==> src/rtl/div_pkg.sv <==
// Shared types and sign helpers for the restoring divider family.
// Helpers work on DIV_MAX_W-bit values; callers extend and truncate to their own width.
package div_pkg;

    localparam int DIV_MAX_W = 64;

    typedef enum logic [1:0] {
        IDLE = 2'd0,
        CALC = 2'd1,
        FIX  = 2'd2,
        DONE = 2'd3
    } state_t;

    // The value must already be sign-extended when is_signed is set.
    function automatic logic [DIV_MAX_W-1:0] abs_val(input logic [DIV_MAX_W-1:0] value,
                                                     input logic                 is_signed);
        if (is_signed && value[DIV_MAX_W-1])
            return -value;
        return value;
    endfunction

    function automatic logic [DIV_MAX_W-1:0] neg_if(input logic [DIV_MAX_W-1:0] value,
                                                    input logic                 flag);
        return flag ? -value : value;
    endfunction

endpackage

==> src/rtl/div_step.sv <==
// One combinational restoring-division iteration: shift in the next dividend bit,
// trial-subtract the divisor and keep the difference only when it is non-negative.
module div_step #(
    parameter int WIDTH = 8
) (
    input  logic [WIDTH-1:0] i_p,
    input  logic [WIDTH-1:0] i_a,
    input  logic [WIDTH-1:0] i_b,
    output logic [WIDTH-1:0] o_p,
    output logic [WIDTH-1:0] o_a
);

    logic [WIDTH:0] w_shifted;
    logic [WIDTH:0] w_trial;

    // The stored remainder is always below the divisor, so its top bit of the
    // WIDTH+1-bit partial remainder is zero between steps and is not kept.
    assign w_shifted = {i_p, i_a[WIDTH-1]};
    assign w_trial   = w_shifted - {1'b0, i_b};

    always_comb begin
        o_p = w_shifted[WIDTH-1:0];
        o_a = {i_a[WIDTH-2:0], 1'b0};
        if (!w_trial[WIDTH]) begin
            o_p = w_trial[WIDTH-1:0];
            o_a = {i_a[WIDTH-2:0], 1'b1};
        end
    end

endmodule

==> src/rtl/seq_restoring_divider.sv <==
// Sequential signed/unsigned restoring divider, one quotient bit per clock; result WIDTH+1
// cycles after accept (1 for divide-by-zero), held in DONE until out_ready.
module seq_restoring_divider
    import div_pkg::*;
#(
    parameter int WIDTH = 8
) (
    input  logic             clk,
    input  logic             rst,
    input  logic             in_valid,
    output logic             in_ready,
    input  logic [WIDTH-1:0] A,
    input  logic [WIDTH-1:0] B,
    input  logic             is_signed,
    output logic             out_valid,
    input  logic             out_ready,
    output logic [WIDTH-1:0] Res,
    output logic [WIDTH-1:0] rem,
    output logic             div_by_zero
);

    localparam int CNT_W = $clog2(WIDTH + 1);
    localparam int PAD_W = DIV_MAX_W - WIDTH;

    state_t           r_state;
    logic [WIDTH-1:0] r_p;
    logic [WIDTH-1:0] r_a;
    logic [WIDTH-1:0] r_b;
    logic             r_q_sign;
    logic             r_r_sign;
    logic             r_dbz;
    logic [CNT_W-1:0] r_cnt;
    logic             r_out_valid;
    logic [WIDTH-1:0] r_res;
    logic [WIDTH-1:0] r_rem;
    logic             r_div_by_zero;

    logic [DIV_MAX_W-1:0] w_a_ext;
    logic [DIV_MAX_W-1:0] w_b_ext;
    logic [WIDTH-1:0]     w_a_abs;
    logic [WIDTH-1:0]     w_b_abs;
    logic [WIDTH-1:0]     w_p_next;
    logic [WIDTH-1:0]     w_a_next;
    logic [WIDTH-1:0]     w_q_fixed;
    logic [WIDTH-1:0]     w_r_fixed;
    logic                 w_b_zero;

    assign w_a_ext  = {{PAD_W{A[WIDTH-1] & is_signed}}, A};
    assign w_b_ext  = {{PAD_W{B[WIDTH-1] & is_signed}}, B};
    // Magnitude of the most-negative value fits unsigned in WIDTH bits.
    assign w_a_abs  = WIDTH'(abs_val(w_a_ext, is_signed));
    assign w_b_abs  = WIDTH'(abs_val(w_b_ext, is_signed));
    assign w_b_zero = (B == '0);

    assign w_q_fixed = WIDTH'(neg_if({{PAD_W{1'b0}}, r_a}, r_q_sign));
    assign w_r_fixed = WIDTH'(neg_if({{PAD_W{1'b0}}, r_dbz ? r_a : r_p}, r_r_sign));

    div_step #(
        .WIDTH(WIDTH)
    ) u_step (
        .i_p(r_p),
        .i_a(r_a),
        .i_b(r_b),
        .o_p(w_p_next),
        .o_a(w_a_next)
    );

    always_ff @(posedge clk) begin
        if (rst) begin
            r_state       <= IDLE;
            r_p           <= '0;
            r_a           <= '0;
            r_b           <= '0;
            r_q_sign      <= 1'b0;
            r_r_sign      <= 1'b0;
            r_dbz         <= 1'b0;
            r_cnt         <= '0;
            r_out_valid   <= 1'b0;
            r_res         <= '0;
            r_rem         <= '0;
            r_div_by_zero <= 1'b0;
        end else begin
            case (r_state)
                IDLE: begin
                    if (in_valid) begin
                        r_a      <= w_a_abs;
                        r_b      <= w_b_abs;
                        r_p      <= '0;
                        r_q_sign <= is_signed & (A[WIDTH-1] ^ B[WIDTH-1]);
                        r_r_sign <= is_signed & A[WIDTH-1];
                        r_dbz    <= w_b_zero;
                        r_cnt    <= '0;
                        // Divide-by-zero skips the iterations but still spends one
                        // cycle in FIX so the result lands one edge after accept.
                        r_state  <= w_b_zero ? FIX : CALC;
                    end
                end
                CALC: begin
                    r_p   <= w_p_next;
                    r_a   <= w_a_next;
                    r_cnt <= r_cnt + CNT_W'(1);
                    if (r_cnt == CNT_W'(WIDTH - 1))
                        r_state <= FIX;
                end
                FIX: begin
                    r_res         <= r_dbz ? '1 : w_q_fixed;
                    r_rem         <= w_r_fixed;
                    r_div_by_zero <= r_dbz;
                    r_out_valid   <= 1'b1;
                    r_state       <= DONE;
                end
                DONE: begin
                    if (out_ready) begin
                        r_out_valid <= 1'b0;
                        r_state     <= IDLE;
                    end
                end
                default: r_state <= IDLE;
            endcase
        end
    end

    assign in_ready    = (r_state == IDLE) && !rst;
    assign out_valid   = r_out_valid;
    assign Res         = r_res;
    assign rem         = r_rem;
    assign div_by_zero = r_div_by_zero;

endmodule
==> config.mk <==
export PLATFORM = sky130hd
export DESIGN_NAME = seq_restoring_divider
export DESIGN_NICKNAME = d
export VERILOG_FILES = /design/src/rtl/div_pkg.sv /design/src/rtl/div_step.sv /design/src/rtl/seq_restoring_divider.sv
export SDC_FILE = /design/constraint.sdc
export NUM_CORES = 1
export LEC_CHECK = 0
export ABC_CLOCK_PERIOD_IN_PS = 2900
export CAP_MARGIN = 10
export CORE_AREA = 2 2 81 83
export CTS_BUF_LIST = sky130_fd_sc_hd__clkbuf_4
export DETAILED_ROUTE_END_ITERATION = 12
export DIE_AREA = 0 0 83 85
export PLACE_DENSITY_LB_ADDON = 0.25
export SETUP_SLACK_MARGIN = 0.4
export SYNTH_ARGS = -nofsm -noshare
export SYNTH_HDL_FRONTEND = slang
export SYNTH_HIERARCHICAL = 1
export SYNTH_SLANG_ARGS = --single-unit
==> constraint.sdc <==
create_clock -name clk -period 2.9 [get_ports clk]
set_clock_uncertainty 0.2 [all_clocks]
set_input_delay 0.29 -clock clk [delete_from_list [all_inputs] [get_ports clk]]
set_output_delay 0.29 -clock clk [all_outputs]
set_load 0.02 [all_outputs]
Word level (Yosys, flattened, before mapping)
Cells that the tools add are included.

storage, ports and cells
  register bits = 51
  bits in latches = 0
  memory bits (writable) = 0
  ROM bits = 0
  input bits = 21
  output and inout port bits = 19
  word-level logic and storage cells = 66
  memories kept = 0

cells by class
  add/subtract/negate cells = 6
  multipliers = 0
  div/mod/pow operators = 0
  order comparisons = 0
  eq/ne operators = 7
  shift operators = 0
  multiplexer cells = 25
  bitwise gates (word level) = 4
  reduce and logical (&&, ||, !) cells = 12

operator list
  kind                 count
  $mux 8               11
  $neg 8->8            4
  $pmux 8 s2           2
  $sub 9x8->9          1
  $logic_not 8->1      1
  $mux 2               4
  $pmux 2 s4           1
  $pmux 4 s2           1
  $ne 2x2->1 const B   3
  $reduce_and 2->1     3
  $add 4x1->4 const B  1
  $eq 2x2->1 const B   2
  $eq 4x3->1 const B   1
  $mux 1               4
  $mux 4               1
  $reduce_bool 2->1    2
  $and 1x1->1          3
  $logic_and 1x1->1    3
  $reduce_and 3->1     1
  $eq 2x1->1 const B   1
  $logic_not 2->1      1
  $pmux 1 s2           1
  $logic_not 1->1      1
  $xor 1x1->1          1

Logic depth before layout (Yosys ltp)
Gate-level depths: netlist of the first run.

  depth after elaboration = 6
  depth in mapped cells = 11
  gate-level depth less buffers = 11

Hierarchy
The synthesis of the first run kept the hierarchy.

by module, submodules not included
  module                 times used  cells each  area each (um2)  sequential area each (um2)
  seq_restoring_divider  1           343         2793.9           1021.0
  div_step               1           65          538.0            0.0

Worst setup path before layout of the first run
OpenSTA, ideal clock, no wires.

  kind = reg2reg
  start point = reg r_a[7]
  end point = reg r_p[4]
  library setup time = 0.128 ns
  arrival time = 2.275 ns
  data required time = 2.572 ns
  slack = 0.298 ns
  cell stages (with the launch flop) = 12
  buffers on the path = 0
  clock period less this slack = 2.602 ns
  cell sequence = dfxtp_1 -> inv_1 -> ha_1 -> inv_1 -> fa_1 -> a21o_1 -> a21oi_2 -> o31ai_4 -> xor2_4 -> mux2_2 -> a22oi_1 -> nor2_1

on the way
  longest elaborated chain between the ends = 3

RTL lines
  what                    RTL line                      RTL
  start, declared         seq_restoring_divider.sv:27   logic [WIDTH-1:0] r_a;
  start signal, assigned  seq_restoring_divider.sv:86   r_a <= w_a_abs;
  start signal, assigned  seq_restoring_divider.sv:100  r_a <= w_a_next;
  $sub 9x8->9             div_step.sv:19                assign w_trial = w_shifted - {1'b0, i_b};
  $mux 8                  div_step.sv:24                if (!w_trial[WIDTH]) begin
  net w_p_next[4]         seq_restoring_divider.sv:42   logic [WIDTH-1:0] w_p_next;
  $pmux 8 s2              seq_restoring_divider.sv:83   case (r_state)
  end signal, assigned    seq_restoring_divider.sv:99   r_p <= w_p_next;
  end, declared           seq_restoring_divider.sv:26   logic [WIDTH-1:0] r_p;

The timed path passes the listed nets, and every way through them passes these cells.
A chain may end at the register's enable or synchronous reset.

Worst setup path in the final report of the first run
Same ends and word-level chain as after synthesis.

==> results of run 1 <==
stage by stage:
stage | std cells | power [uW] | hold WS, ns | util [%]
2_1_floorplan | 408 | 2470 | 0.226 | -
3_3_place_gp | 501 | 2820 | 0.242 | 60.8
3_5_place_dp | 501 | 2890 | 0.245 | 60.8
4_1_cts | 517 | 3530 | 0.263 | 64.1
5_1_grt | 517 | 3810 | 0.298 | 64.6
6_report | 517 | 3580 | 0.264 | 64.6
layer usage:
metal	global-route usage [%]	routed length (um)
met3	4.09	380
met1	26.9	3480
met5	0	0
met4	6.86	104
met2	39.6	3850
final cells by class:
| class | count | share of cell area (%) |
|---|---|---|
| Clock buffer | 5 | 0.937 |
| Clock inverter | 3 | 1.16 |
| Inverter | 27 | 2.59 |
| Multi-Input combinational cell | 302 | 54.5 |
| Sequential cell | 51 | 25.7 |
| Tap cell | 77 | 2.40 |
| Timing Repair Buffer | 52 | 12.7 |
path summary, 6_finish.rpt:
check | start | to | slack [ns] | cells past startpoint
max reg2reg | r_a[7] | r_p[4] | 0.39 | 12
min reg2reg | r_b[7] | r_b[7] | 0.26 | 2
max | r_a[7] | r_p[4] | 0.39 | 12
min | r_b[7] | r_b[7] | 0.26 | 2
critical path, cell delays in order, from the launching register on:
cell and delay, ns:
dfxtp_4 0.39, inv_4 0.05, ha_4 0.12, inv_2 0.04
fa_2 0.34, a21o_1 0.19, a21oi_4 0.16, o31ai_4 0.09
xor2_4 0.18, buf_12 0.15, mux2_4 0.30, a22oi_2 0.12
nor2_1 0.06
power groups by stage:
| stage | combinational, uW | clock, uW | sequential [uW] |
|---|---|---|---|
| after global placement | 1770 | 0 | 1060 |
| final | 2090 | 432 | 1060 |
| after global routing | 2260 | 464 | 1080 |
| after floorplan | 1420 | 0 | 1050 |
| after CTS | 2040 | 437 | 1060 |
| after detailed placement | 1820 | 0 | 1070 |
flip-flops by register name, summed over array words and instances (netlist names):
signal       count
r_q_sign         1
r_b              8
r_r_sign         1
r_p              8
out_valid        1
rem              8
r_dbz            1
Res              8
r_a              8
r_state          2
div_by_zero      1
r_cnt            4
kinds of logic (layout without fill, tap and decap cells):
group	after synthesis	after routing	share of synthesized area (%)
AND/OR/NAND/NOR	133	133	19.3
AO/OA/AOI/OAI	106	106	22.1
buffers and inverters	55	87	7.21
flip-flops	51	51	30.6
XOR/XNOR	22	22	6.35
multiplexers	22	22	6.98
adder cells (fa/ha/maj)	19	19	7.36
placed cells by master, fill, tap and decap left out, types with 4 or more instances in the layout:
master / count
nor3b_1: 4
nand3_1: 11
ha_1: 15
a31oi_1: 7
nand2_1: 25
mux2i_1: 12
a22oi_2: 7
a21oi_1: 24
nor2b_1: 4
a22oi_1: 4
clkdlybuf4s50_1: 38
o31ai_1: 4
nor2_1: 49
clkbuf_4: 5
a311oi_1: 13
dfxtp_1: 47
nand2b_1: 8
or3_1: 6
xor2_1: 7
a211oi_1: 6
xnor2_1: 14
mux2_4: 7
buf_4: 10
o21ai_0: 15
inv_1: 24
nor3_1: 10
repair_timing:
item / CTS / global route
buffers inserted: 7 / 0
endpoints found under the setup margin: 9 / 14
pin swaps: 4 / 1
hold endpoints to repair: 1 / 0
hold buffers: 1 / 0
gates resized for setup: 10 / 8
==> results.sh, run 1 <==
export IMPL_status="completed"
export IMPL_h_tree_depth=2
export IMPL_route_vias_total=3030
export IMPL_dieArea_um2=7060
export IMPL_path_class="reg -> reg"
export IMPL_critPathLaunchType="flip-flop"
export IMPL_drv_slew=0
export IMPL_grt_max_degree=47
export IMPL_worstPathMaxFanout=7
export IMPL_syn_area_um2=3330
export IMPL_rows=29
export IMPL_layout_nets=479
export IMPL_drc=0
export IMPL_pre_cts_slack_ns=0.193
export IMPL_clk_pin_slew_ns=0.16
export IMPL_drtAntennaViolNets=0
export IMPL_antenna_found_initial=0
export IMPL_synth_top_area_share_pct=30.6
export IMPL_initial_core_util_pct=53.7
export IMPL_core_area_um2=6200
export IMPL_combPwrFrac_pct=58.3
export IMPL_drt_first_iter_violations=159
export IMPL_cp_end_kind="flip-flop"
export IMPL_synthArstFlopShare_pct=0
export IMPL_p_per_area_nw_per_um2=894
export IMPL_clock_sinks=51
export IMPL_portBuffers=39
export IMPL_area_growth_pct=20.2
export IMPL_fin_crit_sh_pct=86.7
export IMPL_gp_congestion=0.933
export IMPL_overflow=0
export IMPL_dr_pass1_iters=4
export IMPL_grt_pass1_wl_um=12800
export IMPL_dp_hpwl_um=5700
export IMPL_first_global_vias=2869
export IMPL_fillCellCount=521
export IMPL_cts_tree="yes"
export IMPL_synth_edf_count=0
export IMPL_die_w_um=83
export IMPL_cp_arrival_ns=2.58
export IMPL_synth_cells=408
export IMPL_p_switching_uw=1520
export IMPL_required_ns=2.97
export IMPL_cts_root_buffer="clkbuf_4"
export IMPL_placed_area_um2=3770
export IMPL_yosys_top_cells_area="dfxtp_1 (31%), ha_1 (6.8%), nor2_1 (5.6%)"
export IMPL_stdcell_area_um2=4010
export IMPL_post_drt_wl_per_cell_um=15.1
export IMPL_synth_most_common_cell="dfxtp_1"
export IMPL_maxCapViolations=0
export IMPL_drive_gt1_share_pct=14.5
export IMPL_worstMarginPinSlew_ns=0.590
export IMPL_synthTopCellsByCount="dfxtp_1 (51), nor2_1 (50), a21oi_1 (26), inv_1 (26), nand2_1 (25)"
export IMPL_numCtsBuffers=5
export IMPL_die_h_um=85
export IMPL_clock_latency_ns=0.39
export IMPL_period_minus_slack_ns=2.51
export IMPL_grt_total_usage_pct=22.1
export IMPL_viasPerCell=5.86
export IMPL_multiInputGateArea_um2=2180
export IMPL_ios=40
export IMPL_max_slew_margin_pct=60.7
export IMPL_seq_area_um2=1030
export IMPL_finalHoldViolCount=0
export IMPL_drt_wl_total_um=7810
export IMPL_peakVddDrop_uv=517
export IMPL_final_setup_tns_ns=0
export IMPL_yosysTopAreaCell="dfxtp_1"
export IMPL_ys_seq_area_share_pct=30.6
export IMPL_synth_cell_types=55
export IMPL_p_clk_share_pct=12.1
export IMPL_swShare_pct=42.3
export IMPL_setup_ws_ns=0.386
export IMPL_antennaDiodeCount=0
export IMPL_syn_nets=448
export IMPL_finalSetupViolCount=0
export IMPL_synth_warnings=6
export IMPL_p_int_uw=2060
export IMPL_p_leak_uw=0.00146
export IMPL_clk_path_buf_depth=2
export IMPL_rsz0062_at_grt="true"
export IMPL_ys_seq_elements=51
export IMPL_synth_ff_type="dfxtp_1"
export IMPL_p_seq_share_pct=29.6
export IMPL_min_path_type="reg -> reg"
export IMPL_max_freq_ghz=0.398
export IMPL_syn_area_per_cell_um2=8.17
No activity file was read; power rests on OpenSTA's default activity.
==> run 2, diff against run 1 <==
CAP_MARGIN = 20   (was 10)
==> results of run 2 <==
The final DEF is identical to that of run 1; final timing and power are the same.
